--- src/rtl/seg_pkg.sv ---
// Shared widths, default limits and the wrapping increment used by the
// seven-segment test-pattern source.
package seg_pkg;

  localparam int DATA_W = 20;
  localparam int DIGITS = 6;
  localparam int CNT_W  = 23;

  localparam logic [CNT_W-1:0]  CNT_MAX_DEF  = 23'd4_999_999;
  localparam logic [DATA_W-1:0] DATA_MAX_DEF = 20'd999_999;

  // Next counter value, returning to zero once the terminal value is reached.
  function automatic logic [DATA_W-1:0] wrap_inc(input logic [DATA_W-1:0] value,
                                                 input logic [DATA_W-1:0] max_value);
    logic [DATA_W-1:0] result;
    if (value == max_value) begin
      result = 20'd0;
    end else begin
      result = value + 20'd1;
    end
    return result;
  endfunction

endpackage

--- src/rtl/tick_gen.sv ---
// Prescaler producing a one-clock tick every CNT_MAX+1 clocks; the tick is
// registered so it is high in the cycle where the prescaler sits at CNT_MAX.
module tick_gen
  import seg_pkg::*;
#(
  parameter logic [CNT_W-1:0] CNT_MAX = CNT_MAX_DEF
) (
  input  logic sys_clk,
  input  logic sys_rst,
  output logic tick
);

  logic [CNT_W-1:0] cnt_r;
  logic [CNT_W-1:0] cnt_nxt_s;
  logic             tick_r;
  logic             tick_nxt_s;

  // Prescaler next state and early terminal-count decode.
  always_comb begin
    cnt_nxt_s  = cnt_r;
    tick_nxt_s = 1'b0;
    if (cnt_r == CNT_MAX) begin
      cnt_nxt_s = {CNT_W{1'b0}};
    end else begin
      cnt_nxt_s = cnt_r + 23'd1;
    end
    if (cnt_r == (CNT_MAX - 23'd1)) begin
      tick_nxt_s = 1'b1;
    end else begin
      tick_nxt_s = 1'b0;
    end
  end

  // Prescaler and tick registers.
  always_ff @(posedge sys_clk) begin
    if (sys_rst) begin
      cnt_r  <= {CNT_W{1'b0}};
      tick_r <= 1'b0;
    end else begin
      cnt_r  <= cnt_nxt_s;
      tick_r <= tick_nxt_s;
    end
  end

  assign tick = tick_r;

endmodule

--- src/rtl/data_gen.sv ---
// Decimal test-pattern source for the six-digit display: a 0..DATA_MAX counter
// advanced on every prescaler tick, plus constant point/sign and a display enable.
module data_gen
  import seg_pkg::*;
#(
  parameter logic [CNT_W-1:0]  CNT_MAX  = CNT_MAX_DEF,
  parameter logic [DATA_W-1:0] DATA_MAX = DATA_MAX_DEF
) (
  input  logic              sys_clk,
  input  logic              sys_rst,
  output logic [DATA_W-1:0] data,
  output logic [DIGITS-1:0] point,
  output logic              sign,
  output logic              seg_en
);

  logic              tick_s;
  logic [DATA_W-1:0] data_r;
  logic [DATA_W-1:0] data_nxt_s;
  logic [DIGITS-1:0] point_r;
  logic              sign_r;
  logic              seg_en_r;

  tick_gen #(
    .CNT_MAX (CNT_MAX)
  ) u_tick_gen (
    .sys_clk (sys_clk),
    .sys_rst (sys_rst),
    .tick    (tick_s)
  );

  // Data counter advances only on a tick and never exceeds DATA_MAX.
  always_comb begin
    data_nxt_s = data_r;
    if (tick_s) begin
      data_nxt_s = wrap_inc(data_r, DATA_MAX);
    end else begin
      data_nxt_s = data_r;
    end
  end

  // Output registers; the enable rises on the first edge out of reset.
  always_ff @(posedge sys_clk) begin
    if (sys_rst) begin
      data_r   <= {DATA_W{1'b0}};
      point_r  <= {DIGITS{1'b0}};
      sign_r   <= 1'b0;
      seg_en_r <= 1'b0;
    end else begin
      data_r   <= data_nxt_s;
      point_r  <= {DIGITS{1'b0}};
      sign_r   <= 1'b0;
      seg_en_r <= 1'b1;
    end
  end

  assign data   = data_r;
  assign point  = point_r;
  assign sign   = sign_r;
  assign seg_en = seg_en_r;

endmodule

--- config.mk ---
export PLATFORM = sky130hd
export DESIGN_NAME = data_gen
export DESIGN_NICKNAME = d
export VERILOG_FILES = /design/src/rtl/seg_pkg.sv /design/src/rtl/tick_gen.sv /design/src/rtl/data_gen.sv
export SDC_FILE = /design/constraint.sdc
export NUM_CORES = 1
export LEC_CHECK = 0
export ABC_AREA = 1
export BUFFER_PORTS_ARGS = -buffer_cell sky130_fd_sc_hd__buf_4
export CORE_MARGIN = 5
export CORE_UTILIZATION = 35
export CTS_CLUSTER_SIZE = 10
export DETAILED_ROUTE_END_ITERATION = 16
export GPL_TIMING_DRIVEN = 0
export PLACE_DENSITY_LB_ADDON = 0.25
export REMOVE_ABC_BUFFERS = 1
export SLEW_MARGIN = 20
export SYNTH_ARGS = -nofsm -noshare
export SYNTH_HDL_FRONTEND = slang
export SYNTH_SLANG_ARGS = --single-unit
--- constraint.sdc ---
create_clock -name sys_clk -period 1.4 [get_ports sys_clk]
set_input_delay 0.07 -clock sys_clk [delete_from_list [all_inputs] [get_ports sys_clk]]
set_output_delay 0.07 -clock sys_clk [all_outputs]
set_load 0.05 [all_outputs]
==> impl_metrics.tcl, run 1 <==
set metrics [dict create \
    skew_ns 0.0122 \
    grt_start_max_net_pins 24 \
    crit_fanout 5 \
    fin_crit_ns 1.33 \
    cp-start-kind "flip-flop" \
    period_share 0.950 \
    required_ns 1.60 \
    ctsHtreeMaxLevel 2 \
    power_density_nw_per_um2 790 \
    area_growth_pct 19.8 \
    synth_cells 364 \
    fmax_mhz 752 \
    p_leak_nw 1.08 \
    first_pass_iters 4 \
    hpwl_um 4120 \
    route.detailed.drc 0 \
    cts_num_sinks 45 \
    insertion_delay_ns 0.30 \
    core_um2 7210 \
    hold_class "flip-flop to flip-flop" \
    place_area_um2 2770 \
    p_total_mw 2.44 \
    gp_routability_congestion 0.871 \
    grt_pass1_vias 2135 \
    synth_mux_area_frac 0.00388 \
    crit_family "simple AND/OR/NAND/NOR gates" \
    setup_tns_ns 0 \
    die-area_um2 9180 \
    die_h_um 95.8 \
    grt_remaining_overflow 0 \
    drt_iter0_drc 66 \
    cts_tree "built" \
    cp_common_cell "nor2_4" \
    end_kind "flip-flop" \
    synthXorXnorAreaFrac 0.0714 \
    yosysWarnings 0 \
    wirelength_um 5700 \
    antenna_found_initial 0 \
    vdd_drop_max_uv 439 \
    ys_ff_latch 45 \
    synth_compound_area_frac 0.0243 \
    io_pins 30 \
    vias_per_cell 4.47 \
    grt_pass1_wl_um 9390 \
    root_buffer "clkbuf_8" \
    syn-cell-area_um2 2580 \
    ant_nets 0 \
    critical_path.max_stage_delay_ns 0.36 \
    maxSlewViolCount 0 \
    cp_num_buf_inv 1 \
    cts_buffers 5 \
    die_w_um 95.8 \
    vias 2209 \
    fin_nets 399 \
    avgSynthCellArea_um2 7.08 \
    cp_data_arrival_time_ns 1.53 \
    critical_path.cell_chain "ha_4, inv_2, nor2_4, nand2_4, nor2_4, nand3_1, nand2_1, nor2_2" \
    synth_adder_area_share 0.0146 \
    grt.total_usage 0.129 \
    finalSetupViolations 0 \
    cap_violations 0 \
    port_buffers 22 \
    holdWs_ns 0.486 \
    drive_above_1_share 0.306 \
    clock_path_buffers 2 \
    yosys.area_share.simple 0.429 \
    cpMaxStageDelayCell "dfxtp_4" \
    core.rowCount 31 \
    initial_core_util 0.357 \
    path_clk_slew_ns 0.09 \
    status "complete, no violations" \
    stdcell_area_um2 3090 \
    wl_per_cell_um 11.5 \
    hold_violations 0 \
    synth_top_family_by_area "simple AND/OR/NAND/NOR gates" \
    ys_seq_area_frac 0.350 \
    synth.distinct_cells 30 \
    diodes 0 \
    critPathKind "flip-flop to flip-flop" \
]
cell usage in the layout (no fill, tap or decap), drive strengths merged, types with 2 or more instances in the layout:
master | netlist | layout
nand2 | 97 | 99
nor2 | 88 | 88
dfxtp | 45 | 45
inv | 40 | 39
nand3 | 31 | 31
buf | 12 | 26
xnor2 | 11 | 11
xor2 | 10 | 10
a21oi | 7 | 7
conb | 1 | 7
clkbuf | 0 | 7
nand4 | 5 | 5
o21ai | 4 | 4
nor3 | 3 | 3
ha | 3 | 3
or2 | 2 | 2
power by group:
| group | total (mW) | switching, mW | leakage [nW] | internal [mW] |
|---|---|---|---|---|
| registers | 1.29 | 0.00821 | 0.372 | 1.28 |
| logic | 0.120 | 0.0946 | 0.652 | 0.0255 |
| clock network | 1.03 | 0.446 | 0.0585 | 0.583 |
worst register-to-register path, cell delays in order (launching register included):
cell and delay, ns:
dfxtp_4 0.36, ha_4 0.15, inv_2 0.04, nor2_4 0.20, nand2_4 0.08, nor2_4 0.19, nand3_1 0.09, nand2_1 0.09
nor2_2 0.03
cell families (layout without fill, tap and decap cells):
kind of cell,count (synthesis),in the layout
other,1,7
and+or+nand+nor,228,230
DFF,45,45
muxes,1,1
adders and majority gates,3,3
xor gates and xnor gates,21,21
buffers and inverters,53,76
AOI/OAI and AO/OA,12,12
through the flow:
step / util / std cells / setup slack, ns
floorplan: - / 358 / -0.289
global placement: 0.384 / 479 / -0.143
detailed placement: 0.384 / 479 / -0.163
CTS: 0.406 / 489 / 0.00506
global route: 0.428 / 494 / -0.0155
finish: 0.428 / 494 / 0.0697
worst paths after layout:
kind / start / endpoint / slack (ns) / cells after the start
worst max register to register: u_tick_gen.cnt_r[0]$_SDFF_PP0_ / u_tick_gen.cnt_r[20]$_SDFF_PP0_ / 0.07 / 8
worst min register to register: u_tick_gen.cnt_r[22]$_SDFF_PP0_ / u_tick_gen.cnt_r[22]$_SDFF_PP0_ / 0.49 / 2
worst max-delay path: u_tick_gen.cnt_r[0]$_SDFF_PP0_ / u_tick_gen.cnt_r[20]$_SDFF_PP0_ / 0.07 / 8
worst min-delay path: u_tick_gen.cnt_r[22]$_SDFF_PP0_ / u_tick_gen.cnt_r[22]$_SDFF_PP0_ / 0.49 / 2
cells in the mapped netlist (all sizes together):
cell / number / share of area
buf: 12 / 0.046
conb: 1 / 0.0015
xnor2: 11 / 0.037
nor3: 3 / 0.0058
nor3b: 1 / 0.0029
xor2: 10 / 0.034
clkinv: 1 / 0.0019
a21oi: 7 / 0.014
inv: 40 / 0.058
nor2: 88 / 0.18
o21bai: 1 / 0.0029
o21ai: 4 / 0.0078
nand2: 97 / 0.16
and2: 1 / 0.0024
ha: 3 / 0.015
nand3: 31 / 0.064
dfxtp: 45 / 0.35
or2: 2 / 0.0049
mux2i: 1 / 0.0039
nand4: 5 / 0.012
registers in the layout (all words and copies together), names as in the netlist:
register	count
data	20
u_tick_gen.tick	1
seg_en	1
u_tick_gen.cnt_r	23
metal layers:
layer / GRT usage / part of all wire / vias up
li1: - / - / 1162
met1: 0.154 / 0.44 / 992
met5: 0 / 0 / -
met4: 0.0379 / 0.015 / 0
met3: 0.0274 / 0.048 / 9
met2: 0.231 / 0.50 / 46
cell type report:
type	instances	area [um^2]
clock inverters	1	30.0
well taps	99	124
multi-input cells	274	1550
clock buffers	7	86.3
flip-flops and latches	45	931
fillers	795	4130
inverters	41	159
repair buffers	27	205
timing repair:
action,CTS,global route
gates cloned,0,2
setup buffers,1,3
pin swaps,1,7
hold endpoints to repair,4,0
resized for setup,8,39
hold buffers,1,0
endpoints found under the setup margin,29,40
Note: power is estimated with default switching activity, not from simulation.
==> run 2: changes to the inputs <==
Settings changed: CORE_ASPECT_RATIO from default to 1.25.
Clock period 1.4 ns to 1.42 ns, I/O delays scaled along.
==> impl_metrics.tcl, run 2 (synthesis gave the netlist of run 1 again) <==
set metrics [dict create \
    layout_common_cells "nand2_1, nor2_1, inv_1" \
    hold_class "flip-flop to flip-flop" \
    maxSlewViolCount 0 \
    layout_commonest_cell "nand2_1" \
    grt_pass1_vias 2123 \
    power_density_nw_per_um2 706 \
    regMostFlops "u_tick_gen.cnt_r" \
    vias 2223 \
    core_um2 7270 \
    io_pins 30 \
    diodes 0 \
    gp_routability_congestion 0.861 \
    fin_nets 401 \
    period_share 0.932 \
    place_area_um2 2760 \
    cp_data_arrival_time_ns 1.56 \
    hold_violations 0 \
    first_pass_iters 4 \
    fmax_mhz 756 \
    rsz0062_at_grt "true" \
    required_ns 1.65 \
    p_leak_nw 1.09 \
    cts_num_sinks 45 \
    largest_reg_flops 23 \
    die-area_um2 9190 \
    route.detailed.drc 0 \
    cts_buffers 5 \
    stdcell_area_um2 3060 \
    drt_iter0_drc 60 \
    end_kind "flip-flop" \
    hpwl_um 4200 \
    cts_tree "built" \
    root_buffer "clkbuf_8" \
    path_clk_slew_ns 0.08 \
    status "complete, no violations" \
    ctsHtreeMaxLevel 2 \
    drive_above_1_share 0.300 \
    port_buffers 22 \
    area_growth_pct 18.8 \
    vias_per_cell 4.55 \
    cap_violations 0 \
    vdd_drop_max_uv 390 \
    die_h_um 106 \
    grt_pass1_wl_um 9590 \
    die_w_um 86.8 \
    antenna_found_initial 0 \
    critPathKind "flip-flop to flip-flop" \
    insertion_delay_ns 0.30 \
    wirelength_um 5550 \
    fin_util 0.421 \
    clock_path_buffers 2 \
    grt_start_max_net_pins 24 \
    finalSetupViolations 0 \
    grt.total_usage 0.130 \
    wl_per_cell_um 11.3 \
    crit_fanout 5 \
    skew_ns 0.0134 \
    core.rowCount 35 \
    ant_nets 0 \
    initial_core_util 0.355 \
    fin_crit_ns 1.32 \
    cp-start-kind "flip-flop" \
    grt_remaining_overflow 0 \
]
[run 2: worst max-delay path: stages (launching register included)]
cell and delay (ns):
dfxtp_4 0.37, ha_4 0.16, inv_4 0.03, nor2_4 0.14, nand2_4 0.07, nor2_4 0.20
nand2_1 0.08, nand2_1 0.06, nand2_1 0.05, nor2_2 0.09
[run 2: timing repair]
| action | in CTS | in global routing |
|---|---|---|
| pin swaps | 1 | 11 |
| hold buffers | 1 | 0 |
| endpoints found under the setup margin | 22 | 33 |
| setup buffers | 1 | 6 |
| hold endpoints to repair | 2 | 0 |
| gates cloned | 0 | 1 |
| resized for setup | 8 | 36 |
[run 2: power by group]
part | switching, mW | internal [mW] | leakage (nW)
clock network | 0.430 | 0.342 | 0.0450
registers | 0.00854 | 1.27 | 0.371
logic | 0.0916 | 0.0262 | 0.670
[run 2: layout make-up]
cell class                      count  area (um^2)
Fill cell                         772         4210
Multi-Input combinational cell    273         1550
Sequential cell                    45          927
Timing Repair Buffer               30          228
Inverter                           41          158
Tap cell                           92          115
Clock buffer                        6         72.6
Clock inverter                      2         10.0
[run 2: routing by layer]
| metal | wire length (um) | vias up | global-route usage | share of wire |
|---|---|---|---|---|
| met2 | 2930 | 33 | 0.233 | 0.53 |
| li1 | - | 1167 | - | - |
| met5 | 0 | - | 0 | 0 |
| met4 | 87 | 0 | 0.0457 | 0.016 |
| met1 | 2310 | 1014 | 0.150 | 0.42 |
| met3 | 220 | 9 | 0.0264 | 0.040 |
[run 2: path summary, 6_finish.rpt]
path                                                       from                         endpoint  slack [ns]  cells past startpoint
worst max register to register   u_tick_gen.cnt_r[1]$_SDFF_PP0_  u_tick_gen.cnt_r[20]$_SDFF_PP0_         0.1                      9
worst min register to register  u_tick_gen.cnt_r[21]$_SDFF_PP0_  u_tick_gen.cnt_r[21]$_SDFF_PP0_        0.49                      2
worst max-delay path             u_tick_gen.cnt_r[1]$_SDFF_PP0_  u_tick_gen.cnt_r[20]$_SDFF_PP0_         0.1                      9
worst min-delay path            u_tick_gen.cnt_r[21]$_SDFF_PP0_  u_tick_gen.cnt_r[21]$_SDFF_PP0_        0.49                      2
[run 2: per-stage QoR]
| stage | cells | hold slack, ns | setup WS (ns) | setup TNS, ns | total power [mW] |
|---|---|---|---|---|---|
| 5_1_grt | 489 | 0.517 | -0.00900 | -0.00900 | 2.29 |
| 2_1_floorplan | 358 | 0.143 | -0.269 | -3.29 | 1.39 |
| 6_report | 489 | 0.486 | 0.0972 | 0 | 2.16 |
| 3_5_place_dp | 472 | 0.329 | -0.154 | -1.65 | 1.41 |
| 3_3_place_gp | 472 | 0.327 | -0.129 | -1.36 | 1.41 |
| 4_1_cts | 482 | 0.469 | 0.00394 | 0 | 2.21 |
==> run 3: changes to the inputs <==
--- a/config.mk
+++ b/config.mk
@@ -14,3 +14,3 @@
 export DETAILED_ROUTE_END_ITERATION = 16
-export GPL_TIMING_DRIVEN = 0
+export GPL_TIMING_DRIVEN = 1
 export PLACE_DENSITY_LB_ADDON = 0.25
==> constraint.sdc (replaced) <==
create_clock -name sys_clk -period 1.42 [get_ports sys_clk]
set_input_delay 0.284 -clock sys_clk [delete_from_list [all_inputs] [get_ports sys_clk]]
set_output_delay 0.284 -clock sys_clk [all_outputs]
set_load 0.05 [all_outputs]
==> impl_metrics.tcl, run 3 (synthesis gave the netlist of run 1 again) <==
set metrics [dict create \
    status "complete, no violations" \
    setup_tns_ns 0 \
    grt_pass1_wl_um 10300 \
    insertion_delay_ns 0.30 \
    die_h_um 106 \
    drt_iter0_drc 56 \
    antenna_found_initial 0 \
    wl_per_cell_um 11.8 \
    cp_data_arrival_time_ns 1.05 \
    endpoint "data[2]" \
    finalWorstSetupSlack_ns 0.0872 \
    gp_routability_congestion 0.870 \
    io_pins 30 \
    layout_common_cells "nand2_1, nor2_1, buf_4" \
    place_ws_ns 0.00717 \
    cap_violations 0 \
    initial_core_util 0.355 \
    skew_ns 0.0136 \
    critPathKind "flip-flop to output port" \
    cts_tree "built" \
    crit_fanout 4 \
    route.detailed.drc 0 \
    p_total_mw 2.15 \
    crit_start "data[2]$_SDFFE_PP0P_" \
    rr_worst_depth 7 \
    diodes 0 \
    clock_path_buffers 2 \
    vdd_drop_max_uv 424 \
    ant_nets 0 \
    r2r-start "u_tick_gen.cnt_r[1]$_SDFF_PP0_" \
    cts_buffers 5 \
    area_growth_pct 19.1 \
    first_pass_iters 4 \
    maxSlewViolCount 0 \
    required_ns 1.14 \
    finalSetupViolations 0 \
    regMostFlops "u_tick_gen.cnt_r" \
    core.rowCount 35 \
    ctsHtreeMaxLevel 2 \
    rsz0062_at_grt "true" \
    p_leak_nw 1.15 \
    core_um2 7270 \
    path_clk_slew_ns 0.09 \
    fmax_mhz 750 \
    hold_class "primary input to flip-flop" \
    hold_violations 0 \
    vias 2265 \
    die_w_um 86.8 \
    root_buffer "clkbuf_8" \
    fin_nets 411 \
    end_kind "output port" \
    period_share 0.939 \
    grt_start_max_net_pins 13 \
    grt.total_usage 0.138 \
    cp-start-kind "flip-flop" \
    layout_commonest_cell "nand2_1" \
    largest_reg_flops 23 \
    grt_pass1_vias 2274 \
    wirelength_um 5860 \
    port_buffers 22 \
    hpwl_um 4570 \
    power_density_nw_per_um2 699 \
    vias_per_cell 4.56 \
    fin_crit_ns 1.33 \
    die-area_um2 9190 \
    drive_above_1_share 0.301 \
    grt_remaining_overflow 0 \
    cts_num_sinks 45 \
    ctsHoldBuffers 0 \
    r2r-end "u_tick_gen.cnt_r[16]$_SDFF_PP0_" \
    rrSetupSlack_ns 0.10 \
]
[run 3: through the flow]
stage,util,hold slack [ns],cell area [um^2],cells
finish,0.422,0.226,3070,497
global route,0.422,0.228,3070,497
CTS,0.410,0.215,2980,494
detailed placement,0.400,0.470,2910,488
global placement,0.400,0.459,2910,488
floorplan,-,0.356,2480,358
[run 3: worst min path at each step]
stage                               startpoint                               to  slack [ns]  depth (start not counted)
2_1_floorplan                          sys_rst            data[13]$_SDFFE_PP0P_        0.36                          1
3_3_place_gp   u_tick_gen.cnt_r[22]$_SDFF_PP0_  u_tick_gen.cnt_r[22]$_SDFF_PP0_        0.46                          2
3_5_place_dp   u_tick_gen.cnt_r[22]$_SDFF_PP0_  u_tick_gen.cnt_r[22]$_SDFF_PP0_        0.47                          2
4_1_cts                                sys_rst            data[15]$_SDFFE_PP0P_        0.21                          2
5_1_grt                                sys_rst            data[15]$_SDFFE_PP0P_        0.23                          2
6_report                               sys_rst            data[15]$_SDFFE_PP0P_        0.23                          2
[run 3: area by class of cell]
class / count / area [um^2]
multi-input cells: 272 / 1470
repair buffers: 41 / 333
well taps: 92 / 115
fillers: 795 / 4200
clock inverters: 1 / 5.00
clock buffers: 5 / 68.8
flip-flops and latches: 45 / 921
inverters: 41 / 155
[run 3: per-layer routing]
layer / vias to the layer above / part of all wire / GRT usage
met5: - / 0 / 0
met4: 0 / 0.031 / 0.0657
met3: 14 / 0.042 / 0.0279
met2: 43 / 0.53 / 0.243
met1: 1023 / 0.40 / 0.155
li1: 1185 / - / -
[run 3: timing repair]
item / 4_1_cts / 5_1_grt
hold endpoints to repair: 0 / 0
resized for setup: 0 / 28
endpoints found under the setup margin: 4 / 30
pin swaps: 1 / 9
setup buffers: 0 / 3
[run 3: report_power, final]
group	switching, mW	leakage [nW]	internal, mW
clock	0.417	0.0399	0.325
sequential	0.00959	0.370	1.27
combinational	0.0909	0.740	0.0341
[run 3: critical path: stages (launching register included)]
cell	delay, ns
dfxtp_1	0.42
buf_4	0.15
buf_4	0.19
